File: config.mk
export PLATFORM = sky130hd
export DESIGN_NAME = adc_pattern_tx
export DESIGN_NICKNAME = d
export VERILOG_FILES = /design/src/rtl/adc_tx_pkg.sv /design/src/rtl/adc_tx_lfsr.sv /design/src/rtl/adc_pattern_tx.sv
export SDC_FILE = /design/constraint.sdc
export NUM_CORES = 1
export LEC_CHECK = 0
export BUFFER_PORTS_ARGS = -buffer_cell sky130_fd_sc_hd__buf_2
export CAP_MARGIN = 25
export CORE_MARGIN = 4
export CORE_UTILIZATION = 58
export DETAILED_ROUTE_END_ITERATION = 10
export PLACE_DENSITY = 0.86
export REMOVE_ABC_BUFFERS = 1
export SYNTH_ARGS = -nofsm -noshare
export SYNTH_HDL_FRONTEND = slang
export SYNTH_HIERARCHICAL = 1
export SYNTH_SLANG_ARGS = --single-unit
File: constraint.sdc
create_clock -name system_clock -period 4.9 [get_ports system_clock]
set_input_delay 0.49 -clock system_clock [delete_from_list [all_inputs] [get_ports system_clock]]
set_output_delay 0.49 -clock system_clock [all_outputs]
set_load 0.05 [all_outputs]
File: src/rtl/adc_tx_pkg.sv
// Shared definitions for the ADC-style pattern transmitter: mode encodings,
// sample range and the LFSR polynomial x^10 + x^7 + 1.
package adc_tx_pkg;

    typedef enum logic [1:0] {
        MODE_CONST = 2'd0,
        MODE_RAMP  = 2'd1,
        MODE_PULSE = 2'd2,
        MODE_PRBS  = 2'd3
    } mode_e;

    typedef enum logic {
        PULSE_IDLE   = 1'b0,
        PULSE_ACTIVE = 1'b1
    } pulse_state_e;

    localparam logic [9:0] SAMPLE_MAX = 10'd1023;
    localparam int LFSR_TAP_HI = 9;
    localparam int LFSR_TAP_LO = 6;

    // Shift toward the MSB; feedback enters at bit 0.
    function automatic logic [9:0] lfsr_next(input logic [9:0] cur);
        return {cur[8:0], cur[LFSR_TAP_HI] ^ cur[LFSR_TAP_LO]};
    endfunction

endpackage

File: src/rtl/adc_tx_lfsr.sv
// 10-bit Fibonacci LFSR with step enable; holds its value when not stepped.
module adc_tx_lfsr
    import adc_tx_pkg::*;
#(
    parameter logic [9:0] SEED = 10'h001
) (
    input  logic       clk,
    input  logic       rst_n,
    input  logic       step,
    output logic [9:0] q
);

    always_ff @(posedge clk or negedge rst_n) begin
        if (!rst_n) begin
            q <= SEED;
        end else if (step) begin
            q <= lfsr_next(q);
        end
    end

endmodule

File: src/rtl/adc_pattern_tx.sv
// Single-data-rate ADC bus transmitter ({dor, dout} plus dclk) producing
// constant, ramp, pulse and PRBS samples for capture-path loopback.
module adc_pattern_tx
    import adc_tx_pkg::*;
#(
    parameter int         DIV  = 2,
    parameter logic [9:0] SEED = 10'h001
) (
    input  logic        system_clock,
    input  logic        RESETN,
    input  logic        enable,
    input  logic [1:0]  mode,
    input  logic [9:0]  level,
    input  logic [9:0]  pulse_amp,
    input  logic [7:0]  pulse_width,
    input  logic [15:0] period,
    input  logic        start_pulse,
    output logic        busy,
    output logic        dclk,
    output logic [9:0]  dout,
    output logic        dor,
    output logic [15:0] sample_count
);

    localparam logic [7:0] DIV_M1 = 8'(DIV - 1);

    mode_e        cur_mode;
    pulse_state_e state, state_next;
    logic         run;
    logic [7:0]   div_cnt;
    logic         tick;
    logic [9:0]   ramp_cnt;
    logic [9:0]   lfsr_q;
    logic [7:0]   pcnt, pcnt_next;
    logic [15:0]  per_cnt;
    logic         start_latch;
    logic         pulse_mode, auto_start, start_req, pulse_on;
    logic [7:0]   w_eff;
    logic [10:0]  sum;
    logic [9:0]   samp;
    logic         samp_dor;

    assign cur_mode = mode_e'(mode);
    assign busy     = (state == PULSE_ACTIVE);

    // The first enabled cycle is itself a tick; afterwards ticks are dclk falls.
    assign tick = enable && (!run || (dclk && div_cnt == DIV_M1));

    adc_tx_lfsr #(.SEED(SEED)) u_lfsr (
        .clk   (system_clock),
        .rst_n (RESETN),
        .step  (tick && cur_mode == MODE_PRBS),
        .q     (lfsr_q)
    );

    always_comb begin
        pulse_mode = (cur_mode == MODE_PULSE);
        w_eff      = (pulse_width == 8'd0) ? 8'd1 : pulse_width;
        auto_start = pulse_mode && (period != 16'd0) && (per_cnt >= period - 16'd1);
        start_req  = start_latch || start_pulse || auto_start;
        state_next = state;
        pcnt_next  = pcnt;
        pulse_on   = 1'b0;
        case (state)
            PULSE_IDLE: begin
                if (pulse_mode && start_req) begin
                    state_next = PULSE_ACTIVE;
                    pcnt_next  = 8'd1;
                    pulse_on   = 1'b1;
                end
            end
            PULSE_ACTIVE: begin
                if (!pulse_mode || pcnt >= w_eff) begin
                    state_next = PULSE_IDLE;
                end else begin
                    pulse_on  = 1'b1;
                    pcnt_next = pcnt + 8'd1;
                end
            end
            default: state_next = PULSE_IDLE;
        endcase
    end

    always_comb begin
        sum      = {1'b0, level} + (pulse_on ? {1'b0, pulse_amp} : 11'd0);
        samp     = '0;
        samp_dor = 1'b0;
        case (cur_mode)
            MODE_CONST: samp = level;
            MODE_RAMP: begin
                samp     = ramp_cnt;
                samp_dor = (ramp_cnt == SAMPLE_MAX);
            end
            MODE_PULSE: begin
                if (sum > {1'b0, SAMPLE_MAX}) begin
                    samp     = SAMPLE_MAX;
                    samp_dor = 1'b1;
                end else begin
                    samp = sum[9:0];
                end
            end
            MODE_PRBS: samp = lfsr_q;
            default: samp = '0;
        endcase
    end

    // Pulse FSM state register; it only moves on ticks.
    always_ff @(posedge system_clock or negedge RESETN) begin
        if (!RESETN) begin
            state <= PULSE_IDLE;
            pcnt  <= '0;
        end else if (!enable) begin
            state <= PULSE_IDLE;
            pcnt  <= '0;
        end else if (tick) begin
            state <= state_next;
            pcnt  <= pcnt_next;
        end
    end

    always_ff @(posedge system_clock or negedge RESETN) begin
        if (!RESETN) begin
            run          <= 1'b0;
            div_cnt      <= '0;
            dclk         <= 1'b0;
            dout         <= '0;
            dor          <= 1'b0;
            sample_count <= '0;
            ramp_cnt     <= '0;
            per_cnt      <= '0;
            start_latch  <= 1'b0;
        end else if (!enable) begin
            run         <= 1'b0;
            div_cnt     <= '0;
            dclk        <= 1'b0;
            dout        <= '0;
            dor         <= 1'b0;
            per_cnt     <= '0;
            start_latch <= 1'b0;
        end else begin
            run <= 1'b1;
            if (!run) begin
                div_cnt <= '0;
            end else if (div_cnt == DIV_M1) begin
                div_cnt <= '0;
                dclk    <= ~dclk;
            end else begin
                div_cnt <= div_cnt + 8'd1;
            end
            if (tick) begin
                dout         <= samp;
                dor          <= samp_dor;
                sample_count <= sample_count + 16'd1;
                start_latch  <= 1'b0;
                if (cur_mode == MODE_RAMP) ramp_cnt <= ramp_cnt + 10'd1;
                if (pulse_mode) begin
                    if (auto_start || period == 16'd0) per_cnt <= '0;
                    else                               per_cnt <= per_cnt + 16'd1;
                end
            end else if (start_pulse) begin
                start_latch <= 1'b1;
            end
        end
    end

endmodule
==> impl_metrics.py <==
metrics = {
    "outcome": {
        "status": "finished, final reports clean",
    },
    "global_route": {
        "grt_pass1_vias": 4883,
        "antenna_found_initial": 0,
        "track_usage_pct": 25.1,
        "grt_pass1_wl_um": 23100,
        "grt_overflow_total": 0,
        "grt_max_degree": 84,
    },
    "logic_synthesis": {
        "syn_inst": 601,
        "asyncSetResetFlopFracSynth_pct": 100,
        "synth_warnings": 6,
        "ys_types": 63,
        "syn_avg_cell_area_sq_um": 9.21,
        "seq_area_frac_synth_pct": 37.5,
        "yosysTopAreaCellShare_pct": 37.1,
        "ys_seq_elements": 83,
        "synth.area.top_cells": "dfrtp_1, ha_1, xnor2_1",
        "synth_edf_count": 0,
        "synth_area_sq_um": 5540,
        "ys.flop_type": "dfrtp_1",
        "yosysTopAreaCell": "dfrtp_1",
    },
    "floorplanning": {
        "row_count": 35,
        "core_area_sq_um": 9280,
        "start_util_pct": 59.6,
        "fp.dieH_um": 106,
        "io-pin-count": 79,
        "die_area_sq_um": 11200,
        "die_w_um": 106,
    },
    "pwr": {
        "pwr-share-seq_pct": 48.4,
        "p_comb_share_pct": 24.6,
        "p_switching_mw": 0.578,
        "p_int_mw": 1.11,
        "power_density_nw_per_um2": 267,
        "clkPwrFrac_pct": 27.0,
        "swShare_pct": 34.2,
        "ir_worst_vdd_v": 0.000213,
        "power_leakage_nw": 2.92,
    },
    "finish": {
        "drive_gt1_share_pct": 18.9,
        "nets": 779,
        "fillers": 757,
        "area_growth_pct": 14.1,
        "num_antenna_cells": 0,
    },
    "cts": {
        "cts_max_level": 3,
        "cts.sinks": 83,
        "root_buffer": "clkbuf_8",
        "cts_tree": "built",
        "clk_latency_ps": 360,
        "clk_pin_slew_ps": 80,
        "clockBufferDepth": 2,
        "cts_made_buffers": 9,
    },
    "sta": {
        "slew_violations": 0,
        "min_period_ps": 4480,
        "rsz0062_at_grt": "no",
        "fin_ws_ps": 423,
        "fmax_ghz": 0.223,
        "hold_viol_final": 0,
        "setup_viol": 0,
        "worstMarginPinSlew_ps": 815,
        "holdWs_ps": 484,
        "relSlewSlack_pct": 45.6,
        "fin_crit_sh_pct": 91.4,
        "clock_skew_ps": 20.2,
    },
    "detailed_routing": {
        "drt_iter0_markers": 330,
        "wl_per_cell_um": 17.2,
        "via_per_inst": 6.20,
        "drc": 0,
        "wl_um": 14100,
        "antenna_left": 0,
        "vias": 5066,
        "dr.pass1.iters": 7,
    },
    "worst_setup_path": {
        "critPathCaptureType": "flip-flop",
        "worstSetupPathType": "primary input to flip-flop",
        "arrival_ps": 4740,
        "cp-start-kind": "primary input",
        "crit_path_frequent_cell": "nand2_1",
        "worstPathCellList": "buf_2 -> nor4_2 -> nand2_1 -> nor2_1 -> nand2_1 -> nor4_1 -> xnor2_1 -> ha_1 -> nand2_1 -> o21a_1 -> o21ai_0 -> o21ai_1 -> o2111a_1 -> nor2_1 -> ha_1 -> inv_1 -> fa_1 -> nor2b_1 -> o31ai_2 -> a21oi_2 -> buf_4 -> o2bb2ai_1 -> o211ai_1 -> a21oi_1",
        "max_stage_delay_ps": 390,
        "path_max_fanout": 6,
        "cp_data_required_time_ps": 5160,
        "crit_slowest_cell": "fa_1",
    },
    "place": {
        "hpwl_um": 10500,
        "portBuffers": 78,
        "place_ws_ps": -176,
        "gp_congestion": 0.916,
    },
    "min_path": {
        "hp-class": "flip-flop to flip-flop",
    },
    "flow_run": {
        "drv_cap": 0,
    },
}
[logic make-up after synthesis]
logic type / after synthesis / synth area share (%)
and+or+nand+nor: 220 / 19.6
muxes: 14 / 3.30
adders and majority gates: 46 / 10.5
xor gates and xnor gates: 54 / 8.68
buffers and inverters: 50 / 3.52
DFF: 83 / 37.5
AOI/OAI and AO/OA: 134 / 16.8
[final timing paths]
kind | endpoint | startpoint | cells past startpoint | slack, ps
setup / recovery | dor$_DFFE_PN0N_ | period[3] | 24 | 420
hold / removal | ramp_cnt[2]$_DFFE_PN0P_ | ramp_cnt[2]$_DFFE_PN0P_ | 1 | 480
setup reg to reg | dout[9]$_DFFE_PN0N_ | per_cnt[0]$_DFFE_PN0P_ | 16 | 1060
hold reg to reg | ramp_cnt[2]$_DFFE_PN0P_ | ramp_cnt[2]$_DFFE_PN0P_ | 1 | 480
max in group asynchronous | u_lfsr/q[0]$_DFFE_PN1P_ | RESETN | 3 | 3770
min in group asynchronous | div_cnt[6]$_DFF_PN0_ | RESETN | 2 | 510
[critical path: cells and delay by family]
family,cells,cell delay [ps]
buffers and inverters,3,350
AND/OR/NAND/NOR,8,1390
adder cells (fa/ha/maj),3,920
XOR/XNOR,1,130
AO/OA/AOI/OAI,9,1480
[flip-flops by register name, indices dropped and copies added (netlist names), 8 cells and up]
| signal | count |
|---|---|
| u_lfsr/q | 10 |
| dout | 10 |
| per_cnt | 16 |
| pcnt | 8 |
| ramp_cnt | 10 |
| div_cnt | 8 |
| sample_count | 16 |
[layout by cell type, fill, tap and decap left out, types with 4 or more instances in the layout]
cell type  count
a211oi_1       9
a21o_1         6
a21oi_1       21
a22o_1         4
a31oi_1       10
and2_1         5
and3_1        12
buf_2         77
buf_4         11
clkbuf_8      11
dfrtp_1       82
ha_1          45
inv_1         30
mux2_4         8
mux2i_1        4
nand2_1       55
nand3_1       45
nand4_1       15
nor2_1        45
nor3_1        13
nor4_1         6
o2111ai_1      4
o211ai_1      10
o21a_1         8
o21ai_0       27
o221ai_1       5
or2_2          4
xnor2_1       33
xor2_1        20
[power by group through the flow]
| stage | clock network, mW | registers [mW] | logic, mW |
|---|---|---|---|
| after floorplan | 0 | 0.911 | 0.183 |
| after global placement | 0 | 0.824 | 0.395 |
| after detailed placement | 0 | 0.828 | 0.409 |
| after CTS | 0.456 | 0.816 | 0.409 |
| after global routing | 0.483 | 0.825 | 0.450 |
| final | 0.457 | 0.818 | 0.415 |
[final cells by class]
type	count	area, sq um	share of cell area, %
well taps	129	161	2.55
clock inverters	2	12.5	0.198
multi-input cells	469	3290	52.0
flip-flops and latches	83	2080	32.9
repair buffers	90	505	8.00
inverters	30	113	1.78
clock buffers	14	163	2.57
[metal layers]
metal	vias to the layer above	part of all wire (%)	global-route usage (%)
met5	-	0	0
met4	0	1.9	7.40
met3	27	6.8	3.86
met2	213	49	41.4
met1	2467	42	34.4
li1	2359	-	-
[per-stage QoR]
step	instances	TNS [ps]	utilization [%]	area, sq um	power [mW]
after global placement	796	0	65.4	6070	1.22
after floorplan	581	-10420	-	5460	1.09
after detailed placement	797	-801	65.5	6080	1.24
after CTS	813	0	67.3	6250	1.68
after global routing	817	0	68.1	6320	1.76
final	817	0	68.1	6320	1.69
[Yosys cell counts, drive strengths merged (5+ instances only)]
cell and number:
a21o 6, nor3 13, inv 30, nand4 15, nand2 56, nor4 7, nor2 45, xnor2 34
a21oi 22, xor2 20, nand3 45, a31oi 10, o21ai 29, o211ai 10, o21a 9, mux2 10
o221ai 5, a211oi 9, clkbuf 18, dfrtp 82, ha 45, and3 12, and2 5
[repair_timing]
item	CTS	global route
endpoints found under the setup margin	0	11
gates resized for setup	0	4
setup buffers	0	1
hold buffers	0	1
hold endpoints to repair	0	7
No activity file was read; power rests on OpenSTA's default activity.
